[config.mk]
export PLATFORM = sky130hd
export DESIGN_NAME = arb_rr_oht
export DESIGN_NICKNAME = d
export VERILOG_FILES = /design/src/rtl/arb_rr_oht.sv
export SDC_FILE = /design/constraint.sdc
export NUM_CORES = 1
export LEC_CHECK = 0
export BUFFER_PORTS_ARGS = -buffer_cell sky130_fd_sc_hd__buf_4
export CORE_MARGIN = 1
export CORE_UTILIZATION = 30
export CTS_BUF_LIST = sky130_fd_sc_hd__clkbuf_2 sky130_fd_sc_hd__clkbuf_4 sky130_fd_sc_hd__clkbuf_8
export DETAILED_ROUTE_END_ITERATION = 7
export SYNTH_ARGS = -nofsm -noshare
export SYNTH_HDL_FRONTEND = slang
export SYNTH_SLANG_ARGS = --single-unit
[constraint.sdc]
create_clock -name clk -period 2.43 [get_ports clk]
set_input_delay 0.243 -clock clk [delete_from_list [all_inputs] [get_ports clk]]
set_output_delay 0.243 -clock clk [all_outputs]
set_load 0.01 [all_outputs]
[src/rtl/arb_rr_oht.sv]
// arb_rr_oht
//   Registered round-robin arbiter. The request vector is masked with the bits
//   above the last-served pointer and resolved to a one-hot grant using the
//   rightmost-one (LSB-first) rule. If the masked vector is empty, the unmasked
//   vector is used instead, which gives the wrap-around. The grant is held under
//   a valid/ready handshake.
//
//   Optional feature (macro ARB_RR_LOCK_EN): adds input lck. When a transfer
//   happens with lck=1 and the granted requester is still requesting, that
//   requester is re-granted and the pointer is left alone. This supports
//   multi-beat bursts.
//
// Ports
//   clk      in   clock; all state updates on the rising edge
//   rst_n    in   asynchronous active-low reset
//   req      in   [WIDTH]      request vector, bit i = requester i
//   gnt      out  [WIDTH]      registered one-hot grant, zero when idle
//   gnt_idx  out  [WIDTH_LOG]  binary index of gnt, zero when idle
//   gnt_vld  out  grant valid
//   gnt_rdy  in   consumer accepts grant (transfer = gnt_vld & gnt_rdy)
//   lck      in   hold ownership across a transfer (ARB_RR_LOCK_EN only)
//
// State is implied by gnt_vld, so there is no separate state register.
//   state | meaning
//   IDLE  | gnt_vld=0, no grant outstanding; gnt_rdy ignored
//   GRANT | gnt_vld=1, gnt/gnt_idx held until gnt_rdy

module arb_rr_oht #(
  parameter int WIDTH = 8
) (
  input  logic                     clk,
  input  logic                     rst_n,
  input  logic [WIDTH-1:0]         req,
  output logic [WIDTH-1:0]         gnt,
  output logic [$clog2(WIDTH)-1:0] gnt_idx,
  output logic                     gnt_vld,
  input  logic                     gnt_rdy
`ifdef ARB_RR_LOCK_EN
  ,
  input  logic                     lck
`endif
);

  localparam int WIDTH_LOG = $clog2(WIDTH);

  logic [WIDTH-1:0]     gnt_q,     gnt_d;
  logic [WIDTH_LOG-1:0] gnt_idx_q, gnt_idx_d;
  logic                 gnt_vld_q, gnt_vld_d;
  logic [WIDTH-1:0]     lst_q,     lst_d;

  logic                 xfer;
  logic                 ld;
  logic                 lock_hold;
  logic [WIDTH-1:0]     ptr;
  logic [WIDTH-1:0]     msk;
  logic [WIDTH-1:0]     req_msk;
  logic [WIDTH-1:0]     sel;

  function automatic logic [WIDTH-1:0] rightmost_one(input logic [WIDTH-1:0] v);
    return v & (~v + WIDTH'(1));
  endfunction

  function automatic logic [WIDTH_LOG-1:0] encode(input logic [WIDTH-1:0] v);
    logic [WIDTH_LOG-1:0] idx;
    idx = '0;
    for (int i = 0; i < WIDTH; i++) begin
      if (v[i]) idx = idx | WIDTH_LOG'(i);
    end
    return idx;
  endfunction

  always_comb begin
    xfer = gnt_vld_q & gnt_rdy;
    ld   = ~gnt_vld_q | gnt_rdy;

`ifdef ARB_RR_LOCK_EN
    lock_hold = xfer & lck & (|(req & gnt_q));
`else
    lock_hold = 1'b0;
`endif

    ptr = xfer ? gnt_q : lst_q;

    // msk[i] is set for every bit strictly above the pointer's set bit.
    msk = '0;
    for (int i = 1; i < WIDTH; i++) begin
      msk[i] = msk[i-1] | ptr[i-1];
    end

    req_msk = req & msk;
    if (lock_hold) begin
      sel = gnt_q;
    end else if (|req_msk) begin
      sel = rightmost_one(req_msk);
    end else begin
      sel = rightmost_one(req);
    end

    gnt_d     = gnt_q;
    gnt_idx_d = gnt_idx_q;
    gnt_vld_d = gnt_vld_q;
    lst_d     = lst_q;

    if (ld) begin
      gnt_d     = sel;
      gnt_idx_d = encode(sel);
      gnt_vld_d = |req;
    end

    if (xfer && !lock_hold) begin
      lst_d = gnt_q;
    end
  end

  always_ff @(posedge clk or negedge rst_n) begin
    if (!rst_n) begin
      gnt_q     <= '0;
      gnt_idx_q <= '0;
      gnt_vld_q <= 1'b0;
      lst_q     <= {1'b1, {(WIDTH-1){1'b0}}};
    end else begin
      gnt_q     <= gnt_d;
      gnt_idx_q <= gnt_idx_d;
      gnt_vld_q <= gnt_vld_d;
      lst_q     <= lst_d;
    end
  end

  assign gnt     = gnt_q;
  assign gnt_idx = gnt_idx_q;
  assign gnt_vld = gnt_vld_q;

endmodule

# == Word level (Yosys, flattened, before mapping) ==
# Index checks and enable logic that the tools add are counted.
# op_classes
bitwise,14
add_sub_neg,2
n_mux,9
reduce_logical,2
# ops
operator,count
$and A8 B8 Y8,3
$add A8 B1 Y8 const B,2
$not A8 Y8,2
$reduce_or A8 Y1,2
$mux W3,4
$mux W8,1
$mux W7,1
$or A1 B1 Y1,7
$mux W2,2
$and A1 B1 Y1,1
$mux W1,1
$not A1 Y1,1
# totals
input_bits,11
reg_bits,19
out_inout_bits,12
word_cells,31

# == Depth between registers and ports, before layout ==
# logic_depth
depth_word,20
depth_mapped,7
depth_no_buf,6

# == Worst setup path before layout ==
# Ideal clock, no wire load.
# synth_timing
path_type,register -> register
from,"register gnt_vld_q, in the netlist gnt_vld"
to,"register gnt_q[2], in the netlist gnt[2]"
arrival_ns,2.109
t_required_ns,2.365
period_less_slack_ns,2.174
path_buffers,1
stages_incl_launch_ff,8
path_slack_ns,0.256
path_cell_list,dfrtp_1 buf_6 a211oi_4 o22ai_2 o31a_1 or2_4 o41ai_2 mux2_2
# synth_via
elab_chain_len,11
# synth_rtl
element,line,source
"start, declared",48,"logic gnt_vld_q, gnt_vld_d;"
"start signal, assigned",124,gnt_vld_q <= gnt_vld_d;
$and A1 B1 Y1,73,xfer = gnt_vld_q & gnt_rdy;
$mux W7,--,
$or A1 B1 Y1 (6 in series),87,msk[i] = msk[i-1] | ptr[i-1];
$and A8 B8 Y8,90,req_msk = req & msk;
$reduce_or A8 Y1,93,end else if (|req_msk) begin
$mux W8,93,
"end signal, assigned",122,gnt_q <= gnt_d;
"end, declared",46,"logic [WIDTH-1:0] gnt_q, gnt_d;"
# Parallel ways exist; a longest one is shown, timed or not.
# A chain may end at the register's enable or synchronous reset.

# == Final worst setup path ==
# Ends and elaborated chain as after synthesis.

==> impl_results.md <==
- Async SR Flop Fraction: 100%
- Total CTS buffers: 3
- Inserted Diodes: 0
- Compound-cell area share of the yosys netlist: 25.6%
- # H-tree levels: 1
- Total power: around 0.95 mW
- Placed cell area: around 1400 sq um
- Portion of total power attributed to sequential cells: approximately 43%
- Most common library cell in the layout ignoring fill and taps: buf_4
- Cell taking the most area after synthesis: dfrtp_1
- HPWL after DPL: 2160 um
- Seq/Total Area, Yosys: between 40% and 50%
- Hold Fails Final Rpt: 0
- Yosys cell types: 42
- Routed wire length: about 2800 um
- Combinational Power Share: ~34%
- Fin Clk Skew: between 0.008 and 0.009 ns
- GR Util All Layers: roughly 15%
- Top FF cell, synth: dfrtp_1
- F_max: roughly 430 MHz
- Number of global-route vias before repair: roughly 950
- Adder-cell share of the synthesized area: 0%
- Max transition margin: about 62%
- Synth Area in XOR/XNOR: 0%
- Wirelength per Cell: roughly 16 um
- Largest net degree at the start of global routing: 20
- Status: finished, final reports clean
- Yosys reg bits: 19
- Global-route wire length before repair: roughly 4700 um
- Number of synthesized flops with an enable pin: 0
- Pwr/cell area: roughly 660 nW/um^2
- Setup-failing EPs final: 0
- Synth Area in Simple Gates: between 20% and 30%
- Post-Synthesis Cells: between 100 and 150
- First DRT Iteration DRCs: 25
- # placed instances: roughly 180
- Data required, critical path: around 2.6 ns
- Final core occ: 38.7%
- P&R area growth vs syn: 23.3%
- Pre-Repair DR Iteration Count: 4
- Die X: ~64 um
- Antenna violations before repair: 0
- Row cnt: 22
- Commonest non-fill, non-tap cells in the layout: buf_4, dfrtp_1, nand2_1, nor2_1, mux2_2
- Post-synthesis mux area share: under 10%
- Clk network pwr share: about a quarter
- Clk sinks: 19
- Layout Cells excl Fill: between 150 and 200
- Layout cell share with drive strength beyond 1: between 40 and 50%
- Final Cell Area: between 1000 and 1500 sq um
- Crit path time final: between 2 and 2.5 ns
- Final Net Count: ~150
- Setup TNS: 0 ns
- Vias per std cell: between 5 and 6
- Post-synth top area share: between 40% and 50%
- Drt drc: 0
- Syn Nets: about 120
- Slew @ Worst Pin: roughly 0.56 ns
- IO Count: 23
- Fillers: around 380
- Main combinational cell family by area after synthesis: compound AO/OA/AOI/OAI gates
- Routed vias: 960
- Power Internal: about 0.63 mW
- Initial Util: 31.4%
- TritonCTS clock tree: yes
- Leading post-synthesis cells by cell area: dfrtp_1, mux2_2, nand2_1
- Worst-skew pair later-pin latency: around 0.26 ns
- Syn Area/Cell: between 10 and 15 sq um
- Die area: a little over 4000 sq um
- Hold Path Class: input port to flip-flop
- Post-Syn Area: ~1200 sq um
- Routability cong.: around 0.81
- Worst Setup End Kind: flip-flop
- Lkg Pwr: approximately 0.64 nW
- Fin crit share: around 96%
- Flop2flop setup slack: ~0.11 ns
- VDD IR max: between 0.3 and 0.4 mV
- Yosys warning count: 0
- Clk slew on worst S/H paths: approximately 0.080 ns
- Worst EP arrival: roughly 2.5 ns
- Core box area: around 3700 sq um
- Critical path peak fanout: 10
- Buffer levels on the longest clock path: 2
- Final Slew Violations: 0
- IO buf count: 22
- Antenna-violating nets left: 0
- Unrepaired setup endpoints after global routing: false
- Max cap viols: 0
- Crit path kind: flip-flop to flip-flop
- Die Height: approximately 64 um
- Crit start category: flip-flop
- Grt total ovfl: 0
- Sw Share: about a third
- Sw Pwr: approximately 0.32 mW
- Root Driver: clkbuf_8
==> cells by family after synthesis <==
logic type / after synthesis
flops: 19
mux: 10
simple gates: 44
buf+inv: 6
compound gates: 31
==> registers in the layout, indices dropped and copies added (netlist names) <==
signal	cells
gnt_idx	3
gnt_vld	1
gnt	8
lst_q	7
==> synth_stat cells (3+ instances only) <==
cell type	instances
nor3b_1	3
o31ai_1	3
dfrtp_1	19
nor2_1	12
nor3_1	3
mux2_2	8
nand3_1	3
nand2_1	12
==> routing by layer <==
layer / up-vias / wire length, um / GRT usage (%)
met1: 462 / 1310 / 18.4
met5: - / 0 / 0
met2: 23 / 1350 / 25.7
li1: 471 / - / -
met4: 0 / 65 / 10.0
met3: 4 / 100 / 1.96
==> power groups by stage <==
stage | sequential, mW | combinational [mW] | clock, mW
after CTS | 0.405 | 0.312 | 0.234
after global placement | 0.410 | 0.307 | 0
after detailed placement | 0.412 | 0.309 | 0
after floorplan | 0.415 | 0.186 | 0
after global routing | 0.413 | 0.346 | 0.250
final | 0.404 | 0.317 | 0.225
==> final timing paths <==
path / start / to / cells after the start
max in group asynchronous: rst_n / gnt_vld / 2
hold reg to reg: gnt[7] / gnt[7] / 2
setup / recovery: gnt_vld / gnt[2] / 6
min in group asynchronous: rst_n / gnt[1] / 2
setup reg to reg: gnt_vld / gnt[2] / 6
hold / removal: req[7] / gnt_vld / 3
==> stage by stage <==
stage / worst slack (ns) / hold slack (ns)
4_1_cts: 0.0120 / 0.223
2_1_floorplan: 0.256 / -0.0526
5_1_grt: 0.0124 / 0.222
3_5_place_dp: 0.00227 / 0.134
6_report: 0.109 / 0.224
3_3_place_gp: 0.0449 / 0.135
==> final cells by class <==
cell class	instances	area, sq um	share of cell area, %
clock buffers	3	41.3	2.89
inverters	2	7.51	0.525
multi-input cells	85	656	45.9
well taps	48	60.1	4.20
repair buffers	24	183	12.8
clock inverters	1	5.00	0.350
flip-flops and latches	19	477	33.4
==> critical path, cell delays in order, from the launching register on <==
cell and delay (ns):
dfrtp_2 0.50, a211oi_4 0.34, o22ai_2 0.20, o31a_1 0.40, or2_4 0.27, o41ai_2 0.34
mux2_2 0.21
==> repair_timing <==
| action | in CTS | in global routing |
|---|---|---|
| hold endpoints to repair | 19 | 0 |
| hold buffers | 1 | 0 |
| setup endpoints to repair | 0 | 6 |
| resized for setup | 0 | 3 |
| buffers inserted | 0 | 1 |
Note: power is estimated with default switching activity, not from simulation.
